## src/rtl/booth_pkg.sv

```systemverilog
// Shared types and helpers for the iterative radix-4 Booth multiplier.
//   state_t        : handshake FSM states
//   booth_digit_t  : recoded radix-4 Booth digit
//   iter_count()   : number of recoding steps for a given operand width
package booth_pkg;

    typedef enum logic [1:0] {
        IDLE,
        RUN,
        DONE
    } state_t;

    typedef enum logic [2:0] {
        ZERO,
        POS1,
        POS2,
        NEG1,
        NEG2
    } booth_digit_t;

    // Operands are extended by two bits, so (WIDTH+2)/2 digits cover them.
    function automatic int iter_count(input int width);
        return width / 2 + 1;
    endfunction

endpackage

```

## src/rtl/booth_r4_encoder.sv

```systemverilog
// Radix-4 Booth recoder (combinational).
//   triplet : {r[2i+1], r[2i], r[2i-1]}
//   digit   : recoded digit in {-2, -1, 0, +1, +2}
module booth_r4_encoder
    import booth_pkg::*;
(
    input  logic [2:0]   triplet,
    output booth_digit_t digit
);

    always_comb begin
        digit = ZERO;
        case (triplet)
            3'b001, 3'b010: digit = POS1;
            3'b011:         digit = POS2;
            3'b100:         digit = NEG2;
            3'b101, 3'b110: digit = NEG1;
            default:        digit = ZERO;
        endcase
    end

endmodule

```

## src/rtl/booth_r4_mult_seq.sv

```systemverilog
// Iterative radix-4 Booth multiplier with valid/ready handshakes.
// One operation in flight; each product is held until the consumer takes it.
//   clk, reset_n                       : clock, async active-low reset
//   in_valid/in_ready                  : operand handshake
//   in_signed, in_m, in_r, in_tag      : mode, multiplicand, multiplier, tag
//   out_valid/out_ready                : product handshake
//   out_prod, out_tag                  : product (2*WIDTH bits) and its tag
module booth_r4_mult_seq
    import booth_pkg::*;
#(
    parameter int WIDTH = 32,
    parameter int TAG_W = 4
) (
    input  logic               clk,
    input  logic               reset_n,
    input  logic               in_valid,
    output logic               in_ready,
    input  logic               in_signed,
    input  logic [WIDTH-1:0]   in_m,
    input  logic [WIDTH-1:0]   in_r,
    input  logic [TAG_W-1:0]   in_tag,
    output logic               out_valid,
    input  logic               out_ready,
    output logic [2*WIDTH-1:0] out_prod,
    output logic [TAG_W-1:0]   out_tag
);

    localparam int W2    = WIDTH + 2;
    localparam int AW    = 2 * W2;
    localparam int ITER  = iter_count(WIDTH);
    localparam int CNT_W = $clog2(ITER + 1);

    state_t                state;
    logic signed [AW-1:0]  acc;
    logic signed [AW-1:0]  mcand;    // multiplicand, pre-shifted by 2i
    logic [W2-1:0]         mplier;   // multiplier, consumed two bits per step
    logic                  r_prev;   // r[2i-1] of the current triplet
    logic [CNT_W-1:0]      cnt;
    logic [TAG_W-1:0]      tag_q;

    logic [W2-1:0]         m_ext;
    logic [W2-1:0]         r_ext;
    logic                  accept;
    booth_digit_t          digit;
    logic signed [AW-1:0]  addend;

    // in_ready depends on state and out_ready only, never on in_valid.
    assign in_ready = (state == IDLE) || (state == DONE && out_ready);
    assign accept   = in_valid && in_ready;

    // Two extra bits make an unsigned operand a non-negative signed value.
    assign m_ext = in_signed ? {{2{in_m[WIDTH-1]}}, in_m} : {2'b00, in_m};
    assign r_ext = in_signed ? {{2{in_r[WIDTH-1]}}, in_r} : {2'b00, in_r};

    booth_r4_encoder u_enc (
        .triplet ({mplier[1:0], r_prev}),
        .digit   (digit)
    );

    always_comb begin
        addend = '0;
        case (digit)
            POS1:    addend = mcand;
            POS2:    addend = mcand <<< 1;
            NEG1:    addend = -mcand;
            NEG2:    addend = -(mcand <<< 1);
            default: addend = '0;
        endcase
    end

    always_ff @(posedge clk or negedge reset_n) begin
        if (!reset_n) begin
            state     <= IDLE;
            acc       <= '0;
            mcand     <= '0;
            mplier    <= '0;
            r_prev    <= 1'b0;
            cnt       <= '0;
            tag_q     <= '0;
            out_valid <= 1'b0;
            out_prod  <= '0;
            out_tag   <= '0;
        end else if (accept) begin
            // Covers both IDLE and the no-bubble DONE->RUN hand-over.
            state     <= RUN;
            acc       <= '0;
            mcand     <= {{W2{m_ext[W2-1]}}, m_ext};
            mplier    <= r_ext;
            r_prev    <= 1'b0;
            cnt       <= '0;
            tag_q     <= in_tag;
            out_valid <= 1'b0;
        end else begin
            case (state)
                RUN: begin
                    if (cnt == CNT_W'(ITER)) begin
                        // Low 2*WIDTH bits are exact in both modes.
                        out_prod  <= acc[2*WIDTH-1:0];
                        out_tag   <= tag_q;
                        out_valid <= 1'b1;
                        state     <= DONE;
                    end else begin
                        acc    <= acc + addend;
                        mcand  <= mcand <<< 2;
                        mplier <= {2'b00, mplier[W2-1:2]};
                        r_prev <= mplier[1];
                        cnt    <= cnt + 1'b1;
                    end
                end
                DONE: begin
                    if (out_ready) begin
                        out_valid <= 1'b0;
                        state     <= IDLE;
                    end
                end
                default: state <= IDLE;
            endcase
        end
    end

endmodule

```

## config.mk

```make
export PLATFORM = sky130hd
export DESIGN_NAME = booth_r4_mult_seq
export DESIGN_NICKNAME = d
export VERILOG_FILES = /design/src/rtl/booth_pkg.sv /design/src/rtl/booth_r4_encoder.sv /design/src/rtl/booth_r4_mult_seq.sv
export SDC_FILE = /design/constraint.sdc
export NUM_CORES = 1
export LEC_CHECK = 0
export ABC_AREA = 0
export CORE_UTILIZATION = 50
export DETAILED_ROUTE_END_ITERATION = 6
export GPL_ROUTABILITY_DRIVEN = 1
export PLACE_DENSITY = 0.71
export SLEW_MARGIN = 0
export SYNTH_ARGS = -nofsm -noshare
export SYNTH_HDL_FRONTEND = slang
export SYNTH_SLANG_ARGS = --single-unit
```

## constraint.sdc

```tcl
create_clock -name clk -period 7.29 [get_ports clk]
set_input_delay 1.458 -clock clk [delete_from_list [all_inputs] [get_ports clk]]
set_output_delay 1.458 -clock clk [all_outputs]
set_load 0.02 [all_outputs]
```

==> results.yml, run 1 <==
worst_setup_path:
  start_kind: "register"
  cp.arrival_ps: 6530
  cp.required_ps: 7720
  path_max_fanout: 7
  end_kind: "register"
  critPathKind: "reg -> reg"
place:
  dp_hpwl_mm: 34.5
  preCtsSetupSlack_ps: 1340
  dp_cells: 2414
  gp_congestion: 0.946
  io_buffers: 142
clocking:
  cts-root-buf: "clkbuf_16"
  cts.clk_slew.worst_paths_ps: 60
  htreeDepth: 1
  cts_hold_buf: 0
  worstSkewPairLatency_ps: 560
  clock-sinks: 242
  clockBufferDepth: 3
  post-cts-setup-buffers: 0
  cts_buffers: 28
  cts_tree: "done"
  post_cts_resize_count: 0
floorplan:
  die_h_um: 184
  initial_utilization: 0.509
  core-area_sq_um: 32500
  die_area_sq_um: 33800
  die_w_um: 184
  ioPinCount: 143
  num_rows: 66
detailed_routing:
  firstDrtPassIters: 6
  drt_iter0_markers: 1380
  via_per_inst: 6.17
  wirelength_mm: 48.8
  route.detailed.wl_per_inst_um: 19.8
  via_count: 15220
  ant_nets: 0
  drcViolationCount: 0
sta:
  finalMaxSlewViolations: 0
  tightest_slew_ps: 1170
  slew_headroom: 0.222
  finClkSkew_ps: 16.9
  layout_min_cycle_time_ps: 6110
  fmax_mhz: 164
  setup_ws_ps: 1180
  finalSetupViolCount: 0
  hold_viol_final: 0
  rsz0062_at_grt: "false"
  fin_setup_tns_ps: 0
  period_share: 0.837
global_route:
  grt.total_usage: 0.290
  grt_max_degree: 165
  antenna_found_initial: 0
  gr-total-overflow: 0
  grt_pass1_vias: 14570
  grt_first_pass_wirelength_mm: 78.6
flow_run:
  cap_violations: 0
yosys:
  yosysWarnings: 0
  synth.avg_cell_area_sq_um: 8.41
  netlist.area_leader.share: 0.366
  synth.top_cells.by_area: "dfrtp_1 37%, nand2_1 8.0%, o21ai_0 5.7%, ha_1 5.0%, a22oi_1 4.5%"
  synth_top_area_cell: "dfrtp_1"
  synth.distinct_cells: 75
  synth_edf_count: 0
  synth-seq-cells: 242
  synth_ff_type: "dfrtp_1"
  synth_area_sq_um: 16500
  synthesis.instances: 1968
  ys_seq_area_frac: 0.366
  async_flop_share: 1.00
  syn-num-nets: 2108
min_path:
  hp-class: "reg -> reg"
final_layout:
  diodes: 0
  nets: 2142
  multi_input_comb_area_sq_um: 9790
  fin_cells: 2465
  final_core_util: 0.586
  ff_latch_area_sq_um: 6060
  fillers: 2988
  area_growth_pct: 15.3
  layout-drive-gt1-share: 0.0821
status:
  status: "finished clean"
-- layer usage --
layer / GRT usage / vias to the layer above / part of all wire
met5: 0 / - / 0
met4: 0.100 / 0 / 0.032
met3: 0.0468 / 104 / 0.072
met2: 0.463 / 596 / 0.45
met1: 0.398 / 7364 / 0.45
li1: - / 7156 / -
-- critical path, stage by stage, from the launching register on --
cell and delay, ps:
dfrtp_1 400, inv_1 130, ha_1 210, or3b_1 440, or4_1 560, nor3_1 260
nand3_1 170, or3_1 420, or3_1 370, nand2_1 80, nor2_1 40, a221o_1 300
ha_1 380, a21oi_1 340, nand2_1 90, a31oi_1 150, o21ai_0 120, a31o_2 290
a211oi_1 500, o21ai_0 210, nor4b_1 170, or3_1 360
-- placed cells by master (no fill, tap or decap), drive strengths merged, types with 14 or more instances in the layout --
cell type / instances
o211ai: 16
or3: 39
nand2: 352
a21o: 30
clkbuf: 39
buf: 28
xor2: 64
mux2: 66
inv: 31
dfrtp: 242
xnor2: 64
a22oi: 99
nor3: 26
nand3: 36
o21ai: 196
o22ai: 15
nor2: 108
ha: 66
nand4: 27
clkdlybuf4s50: 141
a221o: 31
or4: 14
a21oi: 90
-- through the flow --
| stage | hold slack [ps] | area [sq um] |
|---|---|---|
| finish | 475 | 19100 |
| global route | 508 | 19100 |
| CTS | 477 | 19100 |
| detailed placement | 464 | 18200 |
| global placement | 454 | 18200 |
| floorplan | 442 | 16500 |
-- cell families after synthesis --
group / Yosys count / share of synthesized area
fa+ha+maj: 67 / 0.0511
buf+inv: 196 / 0.0455
xor+xnor: 128 / 0.0678
compound gates: 581 / 0.228
flops: 242 / 0.366
mux: 78 / 0.0522
simple gates: 676 / 0.189
-- synth_stat cells (all sizes together) (13+ instances only) --
cell	count
xor2	64
ha	66
o211ai	16
buf	16
clkbuf	149
a21oi	90
nand3	36
nor2	108
or3	39
inv	30
o22ai	15
a22oi	99
nand2	352
dfrtp	242
nand4	27
nor2b	13
o21ai	196
a21o	30
mux2	66
xnor2	64
a221o	31
or4	14
nor3	26
-- sequential cells by signal (all words and copies together) (netlist names) --
register / count
state: 2
tag_q: 4
cnt: 5
out_tag: 4
acc: 64
mcand: 64
out_valid: 1
out_prod: 64
mplier: 33
r_prev: 1
-- path summary, 6_finish.rpt --
kind / depth (start not counted) / slack, ps / end / start
max: 21 / 1180 / acc[58]$_DFFE_PN0P_ / mcand[0]$_DFFE_PN0P_
min: 2 / 470 / mplier[25]$_DFFE_PN0P_ / mplier[25]$_DFFE_PN0P_
max reg2reg: 21 / 1180 / acc[58]$_DFFE_PN0P_ / mcand[0]$_DFFE_PN0P_
min reg2reg: 2 / 470 / mplier[25]$_DFFE_PN0P_ / mplier[25]$_DFFE_PN0P_
max in group asynchronous: 2 / 4970 / acc[24]$_DFFE_PN0P_ / reset_n
min in group asynchronous: 1 / 870 / out_prod[23]$_DFFE_PN0P_ / reset_n
-- area by class of cell --
type	instances	share of cell area
multi-input cells	1530	0.513
flip-flops and latches	242	0.318
repair buffers	169	0.0867
clock buffers	39	0.0405
well taps	442	0.0290
clock inverters	12	0.00689
inverters	31	0.00610
Power of run 1 is left out: the tool's default activity adds up to more than one toggle a clock period on the data nets, which glitch-free logic cannot reach.
==> inputs of run 2 (changes only) <==
==> constraint.sdc (replaced) <==
create_clock -name clk -period 5.7 [get_ports clk]
set_input_delay 1.14 -clock clk [delete_from_list [all_inputs] [get_ports clk]]
set_output_delay 1.14 -clock clk [all_outputs]
set_load 0.02 [all_outputs]
==> run 2 against run 1 <==
Global-route usage rose by 0.16 points. Clock skew fell by 0.82 ps. Die area did not move. Clock-buffer cell count up 4. Sequential share of layout area is 1.3 points lower. Critical endpoint is now acc[57]$_DFFE_PN0P_.
==> results.yml, run 2 (synthesized netlist as in run 1, its figures left out) <==
worst_setup_path:
  r2r_end: "acc[57]$_DFFE_PN0P_"
  reg2reg_slack_ps: 210
  worst_path_largest_cell_delay_ps: 490
  reg2reg_depth: 21
  cp_slowest_cell: "or4_4"
  r2r-start: "mcand[1]$_DFFE_PN0P_"
  end_kind: "register"
  cp.arrival_ps: 5940
  crit_start: "mcand[1]$_DFFE_PN0P_"
  critPathKind: "reg -> reg"
  path_max_fanout: 7
  crit_top_cell: "nand2_1"
  crit_family: "simple AND/OR/NAND/NOR gates"
  cp.required_ps: 6150
  critical_path.cell_chain: "inv_1 > ha_2 > or3b_1 > or4_1 > buf_4 > nor4_4 > buf_6 > nand4_1 > or4_4 > nand2_1 > xnor2_1 > a221oi_2 > o21ai_2 > ha_4 > and3_1 > nand2_1 > or2_2 > a211o_4 > a311oi_1 > o21ai_0 > a32o_1"
  start_kind: "register"
  worst-path-buf-inv: 3
detailed_routing:
  drt_iter0_markers: 1445
  firstDrtPassIters: 5
  via_per_inst: 6.00
  routed.top_layer: "met4"
  route.detailed.wl_per_inst_um: 19.3
  dr_wl_met3_mm: 3.38
  met2WireLength_mm: 22.5
  wirelength_mm: 49.2
  wl_met1_mm: 22.0
  ant_nets: 0
  via_count: 15283
  drcViolationCount: 0
floorplan:
  die_h_um: 184
  initial_utilization: 0.509
  core-area_sq_um: 32500
  die_w_um: 184
  num_rows: 66
  die_area_sq_um: 33800
  ioPinCount: 143
global_route:
  grt_first_pass_wirelength_mm: 78.6
  grt_pass1_vias: 14507
  grt_max_degree: 117
  gr-total-overflow: 0
  antenna_found_initial: 0
  grt.total_usage: 0.292
place:
  dp_cells: 2490
  io_buffers: 142
  gp_congestion: 0.996
  dp_hpwl_mm: 35.4
  preCtsSetupSlack_ps: 51.8
clocking:
  cts_tree: "done"
  clock-sinks: 242
  htreeDepth: 1
  clockBufferDepth: 3
  cts_buffers: 29
  cts-root-buf: "clkbuf_16"
  worstSkewPairLatency_ps: 560
  cts.clk_slew.worst_paths_ps: 60
  cts_hold_buf: 0
sta:
  slew_headroom: 0.330
  fmax_mhz: 182
  finClkSkew_ps: 16.1
  period_share: 0.963
  layout_min_cycle_time_ps: 5490
  finalMaxSlewViolations: 0
  fin_setup_tns_ps: 0
  hold_viol_final: 0
  finalSetupViolCount: 0
  setup_ws_ps: 211
  tightest_slew_ps: 1000
final_layout:
  reg.largest.list: "acc x64, mcand x64, out_prod x64"
  nets: 2222
  diodes: 0
  layout-drive-gt1-share: 0.137
  fin_cells: 2547
  layout_commonest_cell: "nand2_1"
  final_cell_mix: "345 x nand2_1, 241 x dfrtp_1, 184 x o21ai_0, 141 x clkdlybuf4s50_1"
  area_growth_pct: 20.3
min_path:
  worstHoldStart: "mplier[7]$_DFFE_PN0P_"
  holdPathEnd: "mplier[7]$_DFFE_PN0P_"
  hp-class: "reg -> reg"
  hold-path-cell-count: 2
status:
  status: "finished clean"
flow_run:
  cap_violations: 0
==> run 2: cell count changes in the layout (fill, tap and decap cells not counted), moves of 5 or more <==
cell	before	now
buf_4	25	104
ha_1	66	58
ha_2	0	5
o21ai_0	189	184
==> run 2: tightest hold or removal path, delay by kind of cell (launching register included) <==
family | cells | cell delay [ps]
flops | 1 | 340
simple gates | 2 | 100
==> run 2: worst max-delay path by stage <==
stage	end	slack, ps	cells past startpoint
floorplan	acc[58]$_DFFE_PN0P_	380	22
global placement	acc[63]$_DFFE_PN0P_	150	19
detailed placement	acc[63]$_DFFE_PN0P_	50	19
CTS	acc[61]$_DFFE_PN0P_	7	22
global route	acc[56]$_DFFE_PN0P_	-30	20
finish	acc[57]$_DFFE_PN0P_	210	21
==> run 2: layer usage <==
| metal | global-route usage | up-vias |
|---|---|---|
| li1 | - | 7312 |
| met1 | 0.397 | 7383 |
| met2 | 0.467 | 498 |
| met3 | 0.0557 | 90 |
| met4 | 0.0897 | 0 |
| met5 | 0 | - |
==> run 2: layout make-up <==
cell class / count / area [sq um]
flip-flops and latches: 242 / 6060
clock buffers: 43 / 838
fillers: 2907 / 12600
inverters: 31 / 116
well taps: 442 / 553
multi-input cells: 1530 / 10000
clock inverters: 11 / 104
repair buffers: 248 / 2240
==> run 2: timing repair <==
action	in CTS	in global routing
buffers inserted	0	3
gates resized for setup	0	54
setup endpoints to repair	0	23
==> run 2: per-stage QoR <==
step / hold WS, ps / util / cell area (sq um)
after floorplan: 442 / - / 16500
after global placement: 455 / 0.575 / 18700
after detailed placement: 464 / 0.575 / 18700
after CTS: 480 / 0.604 / 19700
after global routing: 496 / 0.612 / 19900
final: 476 / 0.612 / 19900
Power of run 2 is left out for the same reason.
